<file path="src/rtl/glyph_pixel_streamer_pkg.sv">
// Shared constants, state type and bitmap indexing for the glyph pixel streamer.
package glyph_pkg;

    localparam int GLYPH_W    = 5;
    localparam int GLYPH_H    = 7;
    localparam int GLYPH_BITS = 35;
    localparam int CHAR_MIN   = 32;

    typedef enum logic [1:0] {
        IDLE  = 2'd0,
        FETCH = 2'd1,
        EMIT  = 2'd2
    } glyph_state_t;

    // Bit 34 is the top-left pixel, bit 0 is row 6 / col 4.
    function automatic logic [5:0] bit_index(input logic [2:0] row, input logic [2:0] col);
        return 6'(GLYPH_BITS - 1 - (int'(row) * GLYPH_W + int'(col)));
    endfunction

endpackage

</file>
<file path="src/rtl/glyph_pixel_streamer_if.sv">
// Handshake bundles: character input (valid/ready/code) and pixel output stream.
interface glyph_char_if;
    logic       valid;
    logic       ready;
    logic [7:0] code;

    modport master (output valid, output code, input ready);
    modport slave  (input valid, input code, output ready);
endinterface

interface glyph_pix_if;
    logic       valid;
    logic       ready;
    logic       on;
    logic [2:0] row;
    logic [2:0] col;
    logic       last;

    modport master (output valid, output on, output row, output col, output last, input ready);
    modport slave  (input valid, input on, input row, input col, input last, output ready);
endinterface

</file>
<file path="src/rtl/glyph_pixel_streamer_scan.sv">
// Row/column scan position for one glyph: column-major, optional serpentine rows.
module glyph_scan_counter
    import glyph_pkg::*;
#(
    parameter int SPACER_COLS = 1,
    parameter bit SERPENTINE  = 1'b1
) (
    input  logic       clk,
    input  logic       rst_n,
    input  logic       load_i,
    input  logic       step_i,
    output logic [2:0] row_o,
    output logic [2:0] col_o,
    output logic       last_o
);

    localparam logic [2:0] LAST_COL = 3'(GLYPH_W - 1 + SPACER_COLS);
    localparam logic [2:0] ROW_MAX  = 3'(GLYPH_H - 1);

    if (SPACER_COLS < 0 || SPACER_COLS > 2) begin : g_bad_spacer
        $error("SPACER_COLS must be 0..2");
    end

    logic [2:0] row_q, row_d;
    logic [2:0] col_q, col_d;
    logic       up_scan;
    logic       col_done;

    always_comb begin
        up_scan  = SERPENTINE && col_q[0];
        col_done = up_scan ? (row_q == 3'd0) : (row_q == ROW_MAX);
        last_o   = col_done && (col_q == LAST_COL);
        row_d    = row_q;
        col_d    = col_q;
        if (load_i) begin
            row_d = 3'd0;
            col_d = 3'd0;
        end else if (step_i && !last_o) begin
            if (col_done) begin
                // next column starts at the far end when its direction flips
                col_d = col_q + 3'd1;
                row_d = (SERPENTINE && !col_q[0]) ? ROW_MAX : 3'd0;
            end else begin
                row_d = up_scan ? row_q - 3'd1 : row_q + 3'd1;
            end
        end
    end

    always_ff @(posedge clk or negedge rst_n) begin
        if (!rst_n) begin
            row_q <= 3'd0;
            col_q <= 3'd0;
        end else begin
            row_q <= row_d;
            col_q <= col_d;
        end
    end

    assign row_o = row_q;
    assign col_o = col_q;

endmodule

</file>
<file path="src/rtl/glyph_pixel_streamer.sv">
// Character ROM reader: accepts ASCII bytes, latches the 5x7 bitmap and streams pixels.
//
// state | meaning
// IDLE  | waiting for a character, char_ready high
// FETCH | rom_addr valid, bitmap captured from rom_data this cycle
// EMIT  | presenting pixels, advancing on each pixel handshake
module glyph_pixel_streamer
    import glyph_pkg::*;
#(
    parameter int         SPACER_COLS = 1,
    parameter bit         SERPENTINE  = 1'b1,
    parameter logic [7:0] SUBST_CHAR  = 8'h3F
) (
    input  logic               clk,
    input  logic               rst_n,
    input  logic               clear_i,
    glyph_char_if.slave        char_if,
    output logic [6:0]         rom_addr_o,
    input  logic [GLYPH_BITS-1:0] rom_data_i,
    glyph_pix_if.master        pix_if,
    output logic               busy_o
);

    localparam logic [1:0] S_IDLE  = IDLE;
    localparam logic [1:0] S_FETCH = FETCH;
    localparam logic [1:0] S_EMIT  = EMIT;

    logic [1:0]            state_q, state_d;
    logic [GLYPH_BITS-1:0] bitmap_q, bitmap_d;
    logic [6:0]            rom_addr_q, rom_addr_d;
    logic [2:0]            row;
    logic [2:0]            col;
    logic                  last_pix;
    logic                  is_emit;
    logic                  pix_hs;
    logic                  char_acc;

    assign is_emit  = (state_q == S_EMIT);
    assign pix_hs   = is_emit && pix_if.ready;
    // The last pixel handshake can hand straight over to the next character.
    assign char_if.ready = !clear_i && ((state_q == S_IDLE) || (pix_hs && last_pix));
    assign char_acc = char_if.valid && char_if.ready;

    always_comb begin
        state_d    = state_q;
        bitmap_d   = bitmap_q;
        rom_addr_d = rom_addr_q;
        if (char_acc) begin
            rom_addr_d = char_if.code[7] ? SUBST_CHAR[6:0] : char_if.code[6:0];
        end
        if (state_q == S_FETCH) begin
            bitmap_d = rom_data_i;
        end
        case (state_q)
            S_IDLE:  if (char_acc) state_d = S_FETCH;
            S_FETCH: state_d = S_EMIT;
            S_EMIT:  if (pix_hs && last_pix) state_d = char_acc ? S_FETCH : S_IDLE;
            default: state_d = S_IDLE;
        endcase
        if (clear_i) begin
            state_d = S_IDLE;
        end
    end

    always_ff @(posedge clk or negedge rst_n) begin
        if (!rst_n) begin
            state_q    <= S_IDLE;
            bitmap_q   <= '0;
            rom_addr_q <= 7'd0;
        end else begin
            state_q    <= state_d;
            bitmap_q   <= bitmap_d;
            rom_addr_q <= rom_addr_d;
        end
    end

    glyph_scan_counter #(
        .SPACER_COLS (SPACER_COLS),
        .SERPENTINE  (SERPENTINE)
    ) u_scan (
        .clk    (clk),
        .rst_n  (rst_n),
        .load_i (state_q == S_FETCH),
        .step_i (pix_hs && !clear_i),
        .row_o  (row),
        .col_o  (col),
        .last_o (last_pix)
    );

    assign pix_if.valid = is_emit;
    assign pix_if.on    = (col < 3'(GLYPH_W)) ? bitmap_q[bit_index(row, col)] : 1'b0;
    assign pix_if.row   = row;
    assign pix_if.col   = col;
    assign pix_if.last  = is_emit && last_pix;
    assign rom_addr_o   = rom_addr_q;
    assign busy_o       = (state_q != S_IDLE);

endmodule

</file>
<file path="src/flat_wrapper.sv">
// flat-port wrapper written by rule: the top's interface ports become plain ports
module glyph_pixel_streamer_flat import glyph_pkg::*;
#(
    parameter int         SPACER_COLS = 1,
    parameter bit         SERPENTINE  = 1'b1,
    parameter logic [7:0] SUBST_CHAR  = 8'h3F
)
  (clk, rst_n, clear_i, rom_addr_o, rom_data_i, busy_o, char_if_valid, char_if_code, char_if_ready, pix_if_valid, pix_if_on, pix_if_row, pix_if_col, pix_if_last, pix_if_ready);
  glyph_char_if char_if_i ();
  glyph_pix_if pix_if_i ();
  input  logic clk;
  input  logic rst_n;
  input  logic clear_i;
  output logic [6:0] rom_addr_o;
  input  logic [GLYPH_BITS-1:0] rom_data_i;
  output logic busy_o;
  input wire logic [$bits(char_if_i.valid)-1:0] char_if_valid;
  input wire logic [$bits(char_if_i.code)-1:0] char_if_code;
  output wire logic [$bits(char_if_i.ready)-1:0] char_if_ready;
  output wire logic [$bits(pix_if_i.valid)-1:0] pix_if_valid;
  output wire logic [$bits(pix_if_i.on)-1:0] pix_if_on;
  output wire logic [$bits(pix_if_i.row)-1:0] pix_if_row;
  output wire logic [$bits(pix_if_i.col)-1:0] pix_if_col;
  output wire logic [$bits(pix_if_i.last)-1:0] pix_if_last;
  input wire logic [$bits(pix_if_i.ready)-1:0] pix_if_ready;
  assign char_if_i.valid = char_if_valid;
  assign char_if_i.code = char_if_code;
  assign char_if_ready = char_if_i.ready;
  assign pix_if_valid = pix_if_i.valid;
  assign pix_if_on = pix_if_i.on;
  assign pix_if_row = pix_if_i.row;
  assign pix_if_col = pix_if_i.col;
  assign pix_if_last = pix_if_i.last;
  assign pix_if_i.ready = pix_if_ready;
  glyph_pixel_streamer #(.SPACER_COLS(SPACER_COLS), .SERPENTINE(SERPENTINE), .SUBST_CHAR(SUBST_CHAR)) u_core (.clk(clk), .rst_n(rst_n), .clear_i(clear_i), .char_if(char_if_i), .rom_addr_o(rom_addr_o), .rom_data_i(rom_data_i), .pix_if(pix_if_i), .busy_o(busy_o));
endmodule
</file>
<file path="config.mk">
export PLATFORM = sky130hd
export DESIGN_NAME = glyph_pixel_streamer_flat
export DESIGN_NICKNAME = d
export VERILOG_FILES = /design/src/rtl/glyph_pixel_streamer_pkg.sv /design/src/rtl/glyph_pixel_streamer_if.sv /design/src/rtl/glyph_pixel_streamer_scan.sv /design/src/rtl/glyph_pixel_streamer.sv /design/src/flat_wrapper.sv
export SDC_FILE = /design/constraint.sdc
export NUM_CORES = 1
export LEC_CHECK = 0
export ABC_CLOCK_PERIOD_IN_PS = 3900
export BUFFER_PORTS_ARGS = -buffer_cell sky130_fd_sc_hd__buf_2
export CAP_MARGIN = 10
export CORE_UTILIZATION = 50
export DETAILED_ROUTE_END_ITERATION = 16
export HOLD_SLACK_MARGIN = 0.02
export PLACE_DENSITY = 0.76
export SLEW_MARGIN = 15
export SYNTH_ARGS = -nofsm -noshare
export SYNTH_HDL_FRONTEND = slang
export SYNTH_SLANG_ARGS = --single-unit
</file>
<file path="constraint.sdc">
create_clock -name clk -period 3.9 [get_ports clk]
set_input_delay 0.39 -clock clk [delete_from_list [all_inputs] [get_ports clk]]
set_output_delay 0.39 -clock clk [all_outputs]
set_load 0.02 [all_outputs]
</file>
== Word level (Yosys, flattened, before mapping) ==
Index checks and enable logic that the tools add are counted.
Storage, ports and cells
  word-level logic and storage cells: 55
  output and inout bits: 18
  input port bits: 48
  ROM bits: 0
  bits in writable memories: 0
  flip-flop bits (word level): 50
  memories kept: 0
  latch bits: 0
Cells by class
  magnitude comparators: 2
  $mul: 1
  equality and inequality tests: 6
  add/sub/neg operators: 5
  reductions and logical operators: 18
  shift operators: 0
  bitwise logic cells: 0
  multiplexer cells: 18
  divide/modulo/power cells: 0
Operator list (number)
  3-bit two-way mux: 8
  1-bit logical AND: 8
  6-bit by 7-bit < comparator with 1-bit output (second input constant): 1
  7-bit two-way mux: 1
  3-bit by 1-bit adder with 3-bit output (second input constant): 2
  6-bit by 4-bit adder with 6-bit output: 1
  1-bit binary-select mux with 6-bit select: 1
  3-bit equality test (second input constant): 2
  3-bit by 3-bit multiplier with 6-bit output (second input constant): 1
  2-bit two-way mux: 3
  2-bit one-hot mux with 3 select lines: 1
  2-bit nonzero test: 3
  6-bit subtractor (first input constant): 1
  1-bit two-way mux: 4
  2-bit AND reduction: 2
  3-bit logical NOT: 1
  3-bit < comparator (second input constant): 1
  3-bit by 2-bit inequality test with 1-bit output (second input constant): 1
  3-bit inequality test (second input constant): 1
  3-bit by 1-bit subtractor with 3-bit output (second input constant): 1
  2-bit by 1-bit equality test with 1-bit output (second input constant): 1
  2-bit equality test (second input constant): 1
  1-bit logical NOT: 2
  2-bit logical NOT: 1
  1-bit logical OR: 1

== Logic depth before layout (Yosys ltp) ==
Gate-level depths: netlist of the first run.
  depth after elaboration: 11
  mapped depth: 10
  gate-level depth less buffers: 9

== Hierarchy ==
A second synthesis of the first run with hierarchy kept.
Unflattened totals
  cell total of the unflattened synthesis: 224
  area, all modules: 2742.6 um^2
By module, submodules not included
  glyph_pixel_streamer: times used 1, area an instance 2264.7 um^2, cells an instance 176, seq. area each 1101.1 um^2
  glyph_scan_counter: times used 1, area an instance 478.0 um^2, cells an instance 48, seq. area each 150.1 um^2

== Least setup slack after synthesis of the first run ==
OpenSTA, ideal clock, no wires.
  kind: reg-to-output
  start: register u_core.u_scan.col_q[0] (netlist: u_core.u_scan.col_o[0])
  end: output pix_if_on
  data required time: 3510 ps
  stages on the path, launching flop included: 10
  data arrival time: 2766 ps
  setup slack: 744 ps
  path buffers: 0
  path through: dfrtp_1 -> inv_1 -> ha_1 -> fa_1 -> ha_1 -> fa_1 -> xor2_1 -> or3_1 -> o31ai_1 -> o221a_2
On the way
  word-level cells in the longest chain between the ends: 5
  elaborated cells on any way between the ends: 6
  classes of those cells: add/sub: 2; order compare: 1; mux: 3
Ends and longest elaborated chain
  start, declared: RTL line glyph_pixel_streamer_scan.sv:25  | logic [2:0] col_q, col_d;
  start signal, assigned: RTL line glyph_pixel_streamer_scan.sv:55  | col_q <= col_d;
  6-bit by 4-bit adder with 6-bit output: RTL line glyph_pixel_streamer_pkg.sv:17  | return 6'(GLYPH_BITS - 1 - (int'(row) * GLYPH_W + int'(col)));
  6-bit subtractor: RTL line glyph_pixel_streamer_pkg.sv:17
  1-bit binary-select mux with 6-bit select: RTL line glyph_pixel_streamer.sv:91  | assign pix_if.on = (col < 3'(GLYPH_W)) ? bitmap_q[bit_index(row, col)] : 1'b0;
  1-bit two-way mux (not written as such): RTL line glyph_pixel_streamer.sv:91
  1-bit two-way mux *: RTL line glyph_pixel_streamer.sv:91
  end, declared: RTL line flat_wrapper.sv:21  | output wire logic [$bits(pix_if_i.on)-1:0] pix_if_on;
Every way passes the cells marked *; elsewhere a longest branch is shown, timed or not. The select of a mux whose other input is x is not followed.

== Final worst setup path of the first run ==
Same ends and word-level chain as after synthesis.

==> results_dict.tcl, run 1 <==
set metrics [dict create \
    drc 0 \
    num_rows 26 \
    powerDensity_nw_per_um2 471.0 \
    hpwl_mm 3.652 \
    grt_pass1_vias 1837 \
    r2r_setup_slack_ps 1800 \
    grt_start_max_net_pins 51 \
    synthArstFlopShare_pct 100.0 \
    synthToLayoutAreaGrowth_pct 18.28 \
    grt_use_total_pct 19.67 \
    yosys_register_bits 50 \
    dp_cells 345 \
    finalCritPeriodShare_pct 91.50 \
    start_util_pct 51.74 \
    syn_area_um2 2643 \
    hold_violations 0 \
    final_common_cell "buf_2" \
    diodes 0 \
    finalNonFillerCells 353 \
    dieArea_um2 5580 \
    syn-instance-count 219 \
    postRouteAntennaNets 0 \
    fin_area_um2 3126 \
    finalMaxSlewViolations 0 \
    vias 1881 \
    skew_ps 4.118 \
    max_cap_violations 0 \
    synth_edf_count 0 \
    drive_gt1_share_pct 43.11 \
    fin_setup_tns_ps 0 \
    cp-start-kind "flip-flop" \
    min_period_ps 3569 \
    syn_avg_cell_area_um2 12.07 \
    layout.cells.most_common_list "65 x buf_2, 50 x dfrtp_1, 35 x mux2_2" \
    cp.arrival_ps 3180 \
    path_class "flip-flop to output port" \
    clockRootBuffer "clkbuf_8" \
    io_buffer_count 65 \
    drtIter0Drc 59 \
    startpoint "u_core.u_scan.col_o[0]$_DFFE_PN0P_" \
    grt_pass1_wl_mm 8.266 \
    io_pins 66 \
    cp.required_ps 3510 \
    nNetsFinal 343 \
    chipHeight_um 74.70 \
    synth_top_cell_by_area "dfrtp_1" \
    cts.sinks 50 \
    run_status "complete, no violations" \
    ys_warn_count 0 \
    core_um2 5107 \
    finalSetupViolCount 0 \
    min_path_type "primary input to asynchronous set/reset pin" \
    r2r-start "u_core.u_scan.col_o[0]$_DFFE_PN0P_" \
    max_slew_margin_pct 26.90 \
    max-vdd-ir-drop_v 0.0002028 \
    cts_buffer_depth 2 \
    grt_setup_unrepaired "false" \
    netlist_top_cells_area "dfrtp_1 47%, mux2_2 15%, ha_1 4.7%, mux2i_1 4.2%, mux4_2 3.4%" \
    drt-total-wl_mm 4.948 \
    ctsHoldBuffers 0 \
    ys_types 45 \
    placed_area_um2 3024 \
    cp-end-kind "output port" \
    grt_overflow 0 \
    p_leak_nw 1.435 \
    worstSkewPairLatency_ps 300 \
    cts_htree_levels 2 \
    worst_pin_slew_ps 1094 \
    cts_buffers 5 \
    yosys_most_used_dff "dfrtp_1" \
    yosys.area.top_type_share_pct 47.35 \
    synth-seq-area-share_pct 47.35 \
    place_congestion 0.8306 \
    wl_per_cell_um 14.02 \
    die_x_um 74.70 \
    report.power.total_w 0.001472 \
    path_clk_slew_ps 90 \
    drtPass1Iterations 4 \
    vias_per_cell 5.329 \
    crit_fanout 12 \
    antenna_found_initial 0 \
    fmax_mhz 280.2 \
    synth_nets 280 \
    cts_tree "built" \
]
## cells in the mapped netlist (all sizes together), types with 2 or more instances
| cell | n |
|---|---|
| a2111oi | 2 |
| a211oi | 2 |
| a21o | 2 |
| a21oi | 14 |
| a22oi | 2 |
| buf | 5 |
| clkbuf | 5 |
| dfrtp | 50 |
| fa | 3 |
| ha | 10 |
| inv | 12 |
| mux2 | 35 |
| mux2i | 11 |
| mux4 | 4 |
| nand2 | 4 |
| nand3 | 2 |
| nand3b | 3 |
| nand4 | 2 |
| nor2 | 18 |
| nor2b | 7 |
| nor3b | 2 |
| o21ai | 2 |
| or2 | 2 |
| xnor2 | 4 |
## registers in the layout (all words and copies together), names as in the netlist
signal	flops
u_core.bitmap_q	35
u_core.state_q	2
u_core.rom_addr_o	7
u_core.u_scan.row_o	3
u_core.u_scan.col_o	3
## routing by layer
layer | routed length (um) | track usage (%) | vias to the layer above
li1 | - | - | 906
met1 | 2260 | 25.88 | 938
met2 | 2502 | 32.93 | 30
met3 | 118 | 3.748 | 7
met4 | 67 | 6.499 | 0
met5 | 0 | 0 | -
## worst max-delay path, stage by stage (launching register included)
cell and delay, ps:
dfrtp_1 560, inv_1 110, ha_1 220, fa_2 320, ha_1 210, fa_1 420, xor2_1 210, or3_1 350
o31ai_1 70, o221a_2 230, buf_2 160
## logic make-up (layout without fill, tap and decap cells)
| group | Yosys count | in the layout | share of synthesized area, % |
|---|---|---|---|
| xor+xnor | 5 | 5 | 1.657 |
| mux | 50 | 50 | 22.49 |
| buf+inv | 22 | 86 | 3.456 |
| flops | 50 | 50 | 47.35 |
| simple gates | 48 | 48 | 9.707 |
| fa+ha+maj | 13 | 13 | 7.008 |
| compound gates | 31 | 31 | 8.334 |
## through the flow
| stage | utilization (%) | hold slack [ps] | worst slack [ps] |
|---|---|---|---|
| 6_report | 61.20 | 173.5 | 331.4 |
| 5_1_grt | 61.20 | 240.2 | 157.3 |
| 4_1_cts | 61.15 | 209.2 | 122.6 |
| 3_5_place_dp | 59.21 | 494.6 | 470.7 |
| 3_3_place_gp | 59.21 | 485.8 | 571.5 |
| 2_1_floorplan | - | 94.41 | 743.6 |
## power breakdown
part | total (W) | switching (W) | internal [W]
combinational | 0.000453 | 0.000212 | 0.000241
clock | 0.000324 | 0.000178 | 0.000146
sequential | 0.000695 | 0.0000681 | 0.000627
## what timing repair did
item	4_1_cts	5_1_grt
resized for setup	0	1
buffers inserted	0	0
setup endpoints to repair	0	1
## cell type report
type                       count  area [um^2]
clock buffer                   6        82.58
clock inverter                 2        16.27
fill                         449         1982
inverter                      12        45.04
multi-input combinational    147         1310
sequential                    50         1251
tap                           70        87.58
timing repair buffer          66        332.8
## worst paths after layout
kind	to	depth (start not counted)
worst max-delay path	pix_if_on	10
worst min register to register	u_core.bitmap_q[2]$_DFFE_PN0P_	1
worst min-delay path	u_core.bitmap_q[28]$_DFFE_PN0P_	2
max in group asynchronous	u_core.bitmap_q[10]$_DFFE_PN0P_	2
worst max register to register	u_core.u_scan.col_o[1]$_DFFE_PN0P_	5
min in group clk	u_core.state_q[1]$_DFFE_PN0P_	2
(Power assumes the default switching activity.)
==> run 2: changes to the inputs <==
--- a/config.mk
+++ b/config.mk
@@ -5,13 +5,14 @@
 export SDC_FILE = /design/constraint.sdc
 export NUM_CORES = 1
 export LEC_CHECK = 0
+export ABC_AREA = 1
 export ABC_CLOCK_PERIOD_IN_PS = 3900
 export BUFFER_PORTS_ARGS = -buffer_cell sky130_fd_sc_hd__buf_2
 export CAP_MARGIN = 10
 export CORE_UTILIZATION = 50
 export DETAILED_ROUTE_END_ITERATION = 16
 export HOLD_SLACK_MARGIN = 0.02
-export PLACE_DENSITY = 0.76
+export PLACE_DENSITY = 0.75
 export SLEW_MARGIN = 15
 export SYNTH_ARGS = -nofsm -noshare
 export SYNTH_HDL_FRONTEND = slang
==> results_dict.tcl, run 2 <==
set metrics [dict create \
    worstSkewPairLatency_ps 320 \
    nNetsFinal 480 \
    hold_violations 0 \
    grt_use_total_pct 21.57 \
    fin_setup_tns_ps 0 \
    vias_per_cell 4.855 \
    io_buffer_count 65 \
    max_stage_delay_ps 570 \
    netlist_top_cells_area "dfrtp_1 45%, nand2_1 16%, inv_1 5.2%, nand3_1 5.0%, o21ai_0 5.0%" \
    skew_ps 4.007 \
    synth_nets 419 \
    fmax_mhz 285.5 \
    fin_area_um2 3251 \
    finalSetupViolCount 0 \
    clockRootBuffer "clkbuf_8" \
    path_class "flip-flop to output port" \
    diodes 0 \
    grt_setup_unrepaired "false" \
    multi_input_area_um2 1311 \
    grt_overflow 0 \
    min_path_type "primary input to asynchronous set/reset pin" \
    regMostFlops "u_core.bitmap_q" \
    largest_reg_flops 35 \
    cp.required_ps 3510 \
    use_met1_pct 28.92 \
    grt_start_max_net_pins 60 \
    max_slew_margin_pct 56.54 \
    dieArea_um2 5894 \
    finalCritPeriodShare_pct 89.80 \
    cts_resized 0 \
    hpwl_mm 4.125 \
    run_status "complete, no violations" \
    chipHeight_um 76.77 \
    yosys_register_bits 50 \
    drtIter0Drc 111 \
    powerDensity_nw_per_um2 820.8 \
    min_period_ps 3502 \
    placed_area_um2 3149 \
    crit_chain "inv_2 -> ha_1 -> fa_1 -> ha_1 -> fa_1 -> xor2_1 -> nor2_1 -> nand2_1 -> nor2_1 -> nor2_1 -> a21oi_1 -> buf_2" \
    drt-total-wl_mm 5.631 \
    p_leak_nw 1.785 \
    cp.arrival_ps 3110 \
    busiest_layer "met2" \
    path_clk_slew_ps 100 \
    cp-start-kind "flip-flop" \
    io_pins 66 \
    post-cts-setup-buffer-count 0 \
    grt_pass1_vias 2316 \
    crit_fanout 10 \
    drive_gt1_share_pct 25.24 \
    wl_per_cell_um 11.49 \
    cp-end-kind "output port" \
    finalMaxSlewViolations 0 \
    syn_area_um2 2795 \
    synth-seq-area-share_pct 44.76 \
    cts.sinks 50 \
    num_rows 26 \
    yosys_most_used_dff "dfrtp_1" \
    reg2regPathDepth 7 \
    path_depth 12 \
    crit_top_cell "nor2_1" \
    antenna_found_initial 0 \
    synthArstFlopShare_pct 100.0 \
    cp_top_family "adder cells" \
    crit_buf_inv 2 \
    max-vdd-ir-drop_v 0.0005248 \
    drc 0 \
    grt_pass1_wl_mm 10.18 \
    max_cap_violations 0 \
    start_util_pct 53.37 \
    fillers 474 \
    synthTopCellsByCount "118 x nand2_1, 50 x dfrtp_1, 39 x inv_1, 28 x nand3_1, 28 x o21ai_0" \
    ys_types 31 \
    cts_buffer_depth 2 \
    ctsHoldBuffers 0 \
    final_common_cell "nand2_1" \
    synth_top_cell_by_area "dfrtp_1" \
    cts_htree_levels 2 \
    postRouteAntennaNets 0 \
    syn-instance-count 358 \
    ys_warn_count 0 \
    layout.cells.most_common_list "118 x nand2_1, 64 x buf_2, 50 x dfrtp_1" \
    vias 2379 \
    yosys.area.top_type_share_pct 44.76 \
    syn_avg_cell_area_um2 7.808 \
    drtPass1Iterations 4 \
    crit_slowest_cell "dfrtp_1" \
    place_congestion 0.8807 \
    synth_edf_count 0 \
    cts_buffers 5 \
    use_met2_pct 34.38 \
    synthToLayoutAreaGrowth_pct 16.29 \
    global_route.usage.met3_pct 4.286 \
    seq_area_um2 1251 \
    cts_tree "built" \
    core_um2 5238 \
    yosysMostFrequentCell "nand2_1" \
    die_x_um 76.77 \
    worst_pin_slew_ps 651.9 \
]
run 2: changes by cell type after synthesis, sizes merged, moves of 12 or more:
cell,delta
nor2,+12
mux2,-35
o21ai,+35
inv,+31
nand3,+28
nand2,+124
run 2: path summary, 6_finish.rpt:
path                                               startpoint                                 end  slack, ps
max in group asynchronous                               rst_n     u_core.bitmap_q[21]$_DFFE_PN0P_       3410
hold reg to reg                u_core.bitmap_q[3]$_DFFE_PN0P_      u_core.bitmap_q[3]$_DFFE_PN0P_        480
setup reg to reg                u_core.state_q[1]$_DFFE_PN0P_  u_core.u_scan.col_o[1]$_DFFE_PN0P_       2020
setup / recovery           u_core.u_scan.col_o[0]$_DFFE_PN0P_                           pix_if_on        400
hold / removal                                          rst_n     u_core.bitmap_q[33]$_DFFE_PN0P_         80
min in group clk                                      clear_i       u_core.state_q[1]$_DFFE_PN0P_        250
run 2: through the flow:
| step | hold WS (ps) | util [%] | total power [W] | cells | setup WS, ps |
|---|---|---|---|---|---|
| after detailed placement | 459.4 | 60.13 | 0.002332 | 482 | 763.8 |
| after global routing | 133.6 | 62.06 | 0.002958 | 490 | 168.4 |
| final | 81.68 | 62.06 | 0.002668 | 490 | 397.7 |
| after floorplan | 94.41 | - | 0.001979 | 358 | 830.3 |
| after CTS | 242.0 | 62.02 | 0.002672 | 490 | 396.9 |
| after global placement | 457.6 | 60.13 | 0.002287 | 482 | 871.0 |
run 2: metal layers:
layer,share of wire (%),up-vias,routed length [um]
met3,5.7,10,321
met1,49,1070,2733
met5,0,-,0
met4,1.9,0,107
met2,44,63,2468
li1,-,1236,-
run 2: area by class of cell:
class	count	area share, %
Timing Repair Buffer	66	10.32
Multi-Input combinational cell	252	40.34
Inverter	44	5.119
Clock buffer	6	2.540
Sequential cell	50	38.49
Clock inverter	2	0.5004
Tap cell	70	2.694
run 2: kinds of logic (layout without fill, tap and decap cells):
family | after synthesis | count (layout) | synth area share (%)
AOI/OAI and AO/OA | 42 | 42 | 8.729
and+or+nand+nor | 193 | 193 | 30.30
adders and majority gates | 13 | 13 | 6.625
xor gates and xnor gates | 4 | 4 | 1.254
buffers and inverters | 56 | 118 | 8.326
DFF | 50 | 50 | 44.76
run 2: power by group:
group	total (W)	switching, W	internal (W)
clock	0.000334	0.000187	0.000146
combinational	0.00160	0.00101	0.000589
sequential	0.000739	0.0000950	0.000644
total	0.00267	0.00129	0.00138
run 2: worst reg2reg max path: stages (launching register included):
cell	delay, ps
dfrtp_1	430
nor2_4	110
buf_4	440
clkinv_2	380
nand2_4	220
nand2_4	80
nand2_1	60
o21ai_1	60
